## config.mk

```make
export PLATFORM = sky130hd
export DESIGN_NAME = i2c_slave
export DESIGN_NICKNAME = d
export VERILOG_FILES = /design/src/rtl/i2c_slave.sv
export SDC_FILE = /design/constraint.sdc
export NUM_CORES = 1
export LEC_CHECK = 0
export CAP_MARGIN = 25
export CORE_UTILIZATION = 45
export CTS_BUF_LIST = sky130_fd_sc_hd__clkbuf_2 sky130_fd_sc_hd__clkbuf_4 sky130_fd_sc_hd__clkbuf_8
export DETAILED_ROUTE_END_ITERATION = 6
export HOLD_SLACK_MARGIN = 0.02
export PLACE_DENSITY = 0.68
export REMOVE_ABC_BUFFERS = 1
export SLEW_MARGIN = 10
export SYNTH_ARGS = -nofsm -noshare
export SYNTH_HDL_FRONTEND = slang
export SYNTH_SLANG_ARGS = --single-unit
```

## constraint.sdc

```tcl
create_clock -name clk -period 2.6 [get_ports clk]
set_clock_uncertainty 0.15 [all_clocks]
set_input_delay 0.52 -clock clk [delete_from_list [all_inputs] [get_ports clk]]
set_output_delay 0.52 -clock clk [all_outputs]
set_load 0.01 [all_outputs]
```

## src/rtl/i2c_slave.sv

```systemverilog
// I2C slave with a 7-bit address: receives write bytes into Rx_data and returns Tx_data on reads.
// SCL and SDA_in are oversampled on clk through synchronizers; every bus decision uses the synchronized copies.
module i2c_slave #(
  parameter logic [6:0] SLAVE_ADDR = 7'h50
) (
  input  logic       clk,
  input  logic       nrst,
  input  logic       SCL,
  input  logic       SDA_in,
  output logic       SDA_out,
  input  logic [7:0] Tx_data,
  output logic [7:0] Rx_data,
  output logic       rx_valid,
  output logic       tx_req,
  output logic [3:0] state
);

  typedef enum logic [3:0] {
    ST_IDLE      = 4'd0,
    ST_ADDR      = 4'd1,
    ST_ADDR_ACK  = 4'd2,
    ST_WRITE     = 4'd3,
    ST_WRITE_ACK = 4'd4,
    ST_READ      = 4'd5,
    ST_READ_ACK  = 4'd6
  } state_e;

  // Synchronizer chains: meta -> sync, plus prev for edge detection.
  logic scl_meta_q, scl_sync_q, scl_prev_q;
  logic sda_meta_q, sda_sync_q, sda_prev_q;

  state_e     state_q,    state_d;
  logic [2:0] bit_cnt_q,  bit_cnt_d;
  logic [7:0] shift_q,    shift_d;
  logic       sda_out_q,  sda_out_d;
  logic [7:0] rx_data_q,  rx_data_d;
  logic       rx_valid_q, rx_valid_d;
  logic       tx_req_q,   tx_req_d;
  logic       rw_q,       rw_d;
  logic       phase_q,    phase_d;

  logic       scl_rise, scl_fall, start_det, stop_det;
  logic [7:0] byte_in;

  always_ff @(posedge clk or negedge nrst) begin
    if (!nrst) begin
      // NOTE: non-blocking assignments keep each flop reading the previous value of its neighbour,
      // which is what makes this a real two-stage synchronizer rather than one wire.
      scl_meta_q <= 1'b1;
      scl_sync_q <= 1'b1;
      scl_prev_q <= 1'b1;
      sda_meta_q <= 1'b1;
      sda_sync_q <= 1'b1;
      sda_prev_q <= 1'b1;
    end else begin
      scl_meta_q <= SCL;
      scl_sync_q <= scl_meta_q;
      scl_prev_q <= scl_sync_q;
      sda_meta_q <= SDA_in;
      sda_sync_q <= sda_meta_q;
      sda_prev_q <= sda_sync_q;
    end
  end

  assign scl_rise  = scl_sync_q & ~scl_prev_q;
  assign scl_fall  = ~scl_sync_q & scl_prev_q;
  assign start_det = scl_sync_q & scl_prev_q & sda_prev_q & ~sda_sync_q;
  assign stop_det  = scl_sync_q & scl_prev_q & ~sda_prev_q & sda_sync_q;
  assign byte_in   = {shift_q[6:0], sda_sync_q};

  always_comb begin
    // NOTE: every variable gets its hold value first so no path through the case leaves one unassigned (no latches).
    state_d    = state_q;
    bit_cnt_d  = bit_cnt_q;
    shift_d    = shift_q;
    sda_out_d  = sda_out_q;
    rx_data_d  = rx_data_q;
    rx_valid_d = 1'b0;
    tx_req_d   = 1'b0;
    rw_d       = rw_q;
    phase_d    = phase_q;

    if (start_det) begin
      state_d   = ST_ADDR;
      bit_cnt_d = 3'd0;
      sda_out_d = 1'b1;
      phase_d   = 1'b0;
    end else if (stop_det) begin
      state_d   = ST_IDLE;
      bit_cnt_d = 3'd0;
      sda_out_d = 1'b1;
      phase_d   = 1'b0;
    end else begin
      case (state_q)
        ST_IDLE: ;

        ST_ADDR: begin
          if (scl_rise) begin
            shift_d   = byte_in;
            bit_cnt_d = bit_cnt_q + 3'd1;
            if (bit_cnt_q == 3'd7) begin
              if (byte_in[7:1] == SLAVE_ADDR) begin
                state_d = ST_ADDR_ACK;
                rw_d    = byte_in[0];
                phase_d = 1'b0;
              end else begin
                state_d = ST_IDLE;
              end
            end
          end
        end

        // phase_q=0: waiting for the fall that starts the ACK; phase_q=1: ACK is on the bus.
        ST_ADDR_ACK: begin
          if (scl_fall) begin
            if (!phase_q) begin
              sda_out_d = 1'b0;
              phase_d   = 1'b1;
            end else begin
              phase_d   = 1'b0;
              bit_cnt_d = 3'd0;
              if (rw_q) begin
                state_d   = ST_READ;
                shift_d   = Tx_data;
                sda_out_d = Tx_data[7];
                tx_req_d  = 1'b1;
              end else begin
                state_d   = ST_WRITE;
                sda_out_d = 1'b1;
              end
            end
          end
        end

        ST_WRITE: begin
          if (scl_rise) begin
            shift_d   = byte_in;
            bit_cnt_d = bit_cnt_q + 3'd1;
            if (bit_cnt_q == 3'd7) begin
              rx_data_d  = byte_in;
              rx_valid_d = 1'b1;
              state_d    = ST_WRITE_ACK;
              phase_d    = 1'b0;
            end
          end
        end

        ST_WRITE_ACK: begin
          if (scl_fall) begin
            if (!phase_q) begin
              sda_out_d = 1'b0;
              phase_d   = 1'b1;
            end else begin
              sda_out_d = 1'b1;
              phase_d   = 1'b0;
              state_d   = ST_WRITE;
            end
          end
        end

        // The MSB is already on the bus on entry; each fall shifts out the next bit.
        ST_READ: begin
          if (scl_fall) begin
            if (bit_cnt_q == 3'd7) begin
              sda_out_d = 1'b1;
              bit_cnt_d = 3'd0;
              state_d   = ST_READ_ACK;
              phase_d   = 1'b0;
            end else begin
              sda_out_d = shift_q[6];
              shift_d   = {shift_q[6:0], 1'b0};
              bit_cnt_d = bit_cnt_q + 3'd1;
            end
          end
        end

        ST_READ_ACK: begin
          if (scl_rise) begin
            if (sda_sync_q) state_d = ST_IDLE;
            else            phase_d = 1'b1;
          end else if (scl_fall && phase_q) begin
            phase_d   = 1'b0;
            bit_cnt_d = 3'd0;
            shift_d   = Tx_data;
            sda_out_d = Tx_data[7];
            tx_req_d  = 1'b1;
            state_d   = ST_READ;
          end
        end

        default: begin
          state_d   = ST_IDLE;
          sda_out_d = 1'b1;
        end
      endcase
    end
  end

  always_ff @(posedge clk or negedge nrst) begin
    if (!nrst) begin
      state_q    <= ST_IDLE;
      bit_cnt_q  <= 3'd0;
      shift_q    <= 8'h00;
      sda_out_q  <= 1'b1;
      rx_data_q  <= 8'h00;
      rx_valid_q <= 1'b0;
      tx_req_q   <= 1'b0;
      rw_q       <= 1'b0;
      phase_q    <= 1'b0;
    end else begin
      state_q    <= state_d;
      bit_cnt_q  <= bit_cnt_d;
      shift_q    <= shift_d;
      sda_out_q  <= sda_out_d;
      rx_data_q  <= rx_data_d;
      rx_valid_q <= rx_valid_d;
      tx_req_q   <= tx_req_d;
      rw_q       <= rw_d;
      phase_q    <= phase_d;
    end
  end

  assign SDA_out  = sda_out_q;
  assign Rx_data  = rx_data_q;
  assign rx_valid = rx_valid_q;
  assign tx_req   = tx_req_q;
  assign state    = state_q;

endmodule

```

==> impl_summary.md <==
STA
For this run, the top clock speed supported by timing is ~0.41 GHz. Setup violations remaining at the end of the flow were counted as 0. The final hold violation count is 0.

Counting I/O delays and the setup requirement, the final critical path takes between 2000 and 2500 ps. The final number of max-transition violations is 0. After layout, the worst path uses about 93% of the clock period. For the pin with the worst max-slew slack, the measured transition is about 500 ps. The summed negative setup slack over all endpoints is 0 ps.

Setup repair after global routing left no endpoint under its margin. The tightest hold path in the finished design has a slack of between 200 and 250 ps. Measured against its own limit, the worst slew margin works out to approximately 66%. The setup slack after layout is about 180 ps.

Power and ir drop
The power after layout is between 1000 and 1500 uW. The analysis attributes to cell leakage a power of 0.000954 uW. Across the VDD grid, the largest voltage drop is 0.339 mV.

The power density over cell area is 582 mW/mm^2.

Worst hold path
In this run the most critical hold path is launched from scl_meta_q. The worst hold path passes through 0 cells. The worst min-delay path class is register to register.

Synth
The synthesized design contains 0 enable-type register cells. The number of flip-flops and latches in the synthesized netlist is 32. In the synthesized netlist, the number of instances is roughly 170. Yosys attributes the largest share of cell area to dfrtp_1 34%, mux2_2 15%, dfstp_2 10%. Counting flops with an async set or reset pin after synthesis yields a share of 100%.

The mapped netlist covers around 0.0018 mm^2. The largest total area in the synthesized netlist belongs to dfrtp_1. Yosys instantiated no cell more often than dfrtp_1. The most common flop cell mapped by yosys is dfrtp_1. Summing the sequential cell areas from Yosys gives about 45% of the chip area.

The share of Yosys cell area claimed by the top area cell type is 34.5%. The synthesized area per cell is 10.6 um^2. During synthesis, Yosys emitted a total of 0 warnings. In the synthesized netlist, the cells that appear most often are 25 x dfrtp_1, 24 x mux2_2, 14 x nor2_1.

Counting distinct cell types in the post-synthesis netlist gives 45.

Die
The I/O pin total is 27. The area of the placeable core is about 0.0038 mm^2. The number of cell rows is 22.

The width of the die is between 60 and 70 um. The height of the die is between 60 and 70 um. The effective utilization at floorplan is 48.1%. The die covers 0.00429 mm^2.

Route
The post-detailed-route DRC marker count is 0. The per-cell via count in the routed design is between 6 and 7. The average detailed-routed wire length per instance is ~18 um. The routed wire length is ~4400 um. The number of search-and-repair iterations in the first detailed-routing pass is 5.

The via count of the routed design is between 1500 and 2000. The residual antenna-violating net count after detailed routing is 0. The number of design-rule violations left by the first detailed-router iteration is about 110.

Clocking
The number of clock buffers inserted by TritonCTS is 5. The TritonCTS clock tree is done. After clock tree synthesis, the flow added hold-fix buffers numbering 0. The cell sitting at the root of the clock tree is a clkbuf_8.

The post-CTS setup buffer count is 0. For this design, the sink count on the clock tree is 32. After clock tree synthesis, the clock-pin slew on the worst setup and hold paths is ~80 ps.

The source-to-sink clock delay at the later pin of the worst-skew pair is slightly below 300 ps. The H-tree generated during clock tree synthesis spans 2 levels. The count of cells resized by post-cts repair is 0. The buffer depth of the longest clock path is 2.

GRT
Entering global routing, the biggest net connects 33 pins. The total overflow left after global routing is 0. The number of antenna violations at the first check in global routing is 0. The via count of the first global-routing pass came to 1479. In the global route stage, overall resource usage came out at roughly a quarter. The first global-routing pass estimated around 7400 um of wire.

Finish
In the final layout, flip-flops and latches occupy a little over 800 um^2. The final net count is 219. The number of fillers in the final layout is between 300 and 400.

The area occupied by multi-input gates is about 950 um^2. The end-of-flow core utilization is about three fifths. The area growth from synthesis to layout is 25.8%. The repair_antennas step left the layout with diodes totalling 0. Cells with a size suffix above 1 make up 26.2% of the layout.

Worst setup path
The depth of the worst register-to-register path is 5. The data arrival time of the worst path is about 2500 ps. The required time of the worst setup path is between 2000 and 3000 ps.

In this run the worst setup path begins at state[1]. The nature of the critical path startpoint is a register. STA classifies the critical path endpoint as a register. The worst setup path category is register to register. In this run the critical register-to-register path is launched from state[1]. The maximum net fanout on the critical path is 16.

Placement
Timing analysis after detailed placement gives a worst setup slack of 186 ps. At the end of routability-driven placement, the weighted congestion stood at between 0.9 and 1. The count of port buffers added during placement is 25. Once detailed placement completed, the half-perimeter wirelength came to around 3200 um.

Run
The number of max-cap violations is 0.

Outcome
The flow ran to the end, and the final reports show no timing, DRC or antenna violations.
[flip-flops by register name, summed over array words and instances (netlist names)]
register and count:
sda_prev_q 1, tx_req 1, SDA_out 1, sda_meta_q 1
scl_meta_q 1, Rx_data 8, sda_sync_q 1, scl_prev_q 1
phase_q 1, rw_q 1, scl_sync_q 1, shift_q 7
rx_valid 1, state 3, bit_cnt_q 3
[layout by cell type, fill, tap and decap left out, types with 3 or more instances in the layout]
| cell type | instances |
|---|---|
| nor2_1 | 14 |
| dfrtp_1 | 25 |
| buf_4 | 10 |
| nand2_1 | 11 |
| o21ai_0 | 7 |
| nor2b_1 | 4 |
| and3_1 | 3 |
| dfstp_2 | 7 |
| inv_1 | 4 |
| nor3_1 | 4 |
| mux2_2 | 24 |
| nand2b_1 | 9 |
| clkbuf_8 | 7 |
| a21oi_1 | 6 |
| o22ai_1 | 5 |
| clkdlybuf4s50_1 | 25 |
[critical path: stages, from the launching register on]
cell	delay, ps
dfrtp_1	570
xnor2_1	450
nor2_1	70
a221o_1	400
a21oi_1	300
mux2_2	370
[stage by stage]
| step | cell area (um^2) | cells |
|---|---|---|
| 2_1_floorplan | 1770 | 163 |
| 3_5_place_dp | 2160 | 246 |
| 6_report | 2280 | 254 |
| 5_1_grt | 2280 | 254 |
| 4_1_cts | 2280 | 254 |
| 3_3_place_gp | 2160 | 246 |
[where the power goes]
part	switching (uW)	total (uW)	internal, uW
sequential	54.3	601	547
combinational	93.1	200	107
clock	189	527	338
total	337	1330	992
[logic make-up after synthesis]
| family | after synthesis | share of synthesized area [%] |
|---|---|---|
| other cells | 1 | 0.207 |
| xor+xnor | 2 | 0.965 |
| simple gates | 55 | 16.5 |
| buf+inv | 13 | 3.24 |
| compound gates | 41 | 17.2 |
| fa+ha+maj | 2 | 1.38 |
| mux | 26 | 16.0 |
| flops | 32 | 44.6 |
[worst paths after layout]
check	endpoint	slack, ps
worst max-delay path	state[0]	180
worst min-delay path	scl_sync_q	210
worst max register to register	state[0]	180
worst min register to register	scl_sync_q	210
max in group asynchronous	scl_sync_q	1480
min in group asynchronous	state[0]	460
[per-layer routing]
layer	vias to the layer above	track usage [%]	routed length, um
met4	0	9.51	83
met1	753	32.9	1970
li1	705	-	-
met5	-	0	0
met2	76	36.2	2060
met3	10	3.13	333
[final cells by class]
type	instances	share of cell area, %
tap	48	2.63
multi-input combinational	127	41.5
inverter	4	0.658
sequential	32	35.5
timing repair buffer	35	14.2
clock inverter	1	1.32
clock buffer	7	4.22
Power figures use the tool's default switching activity.
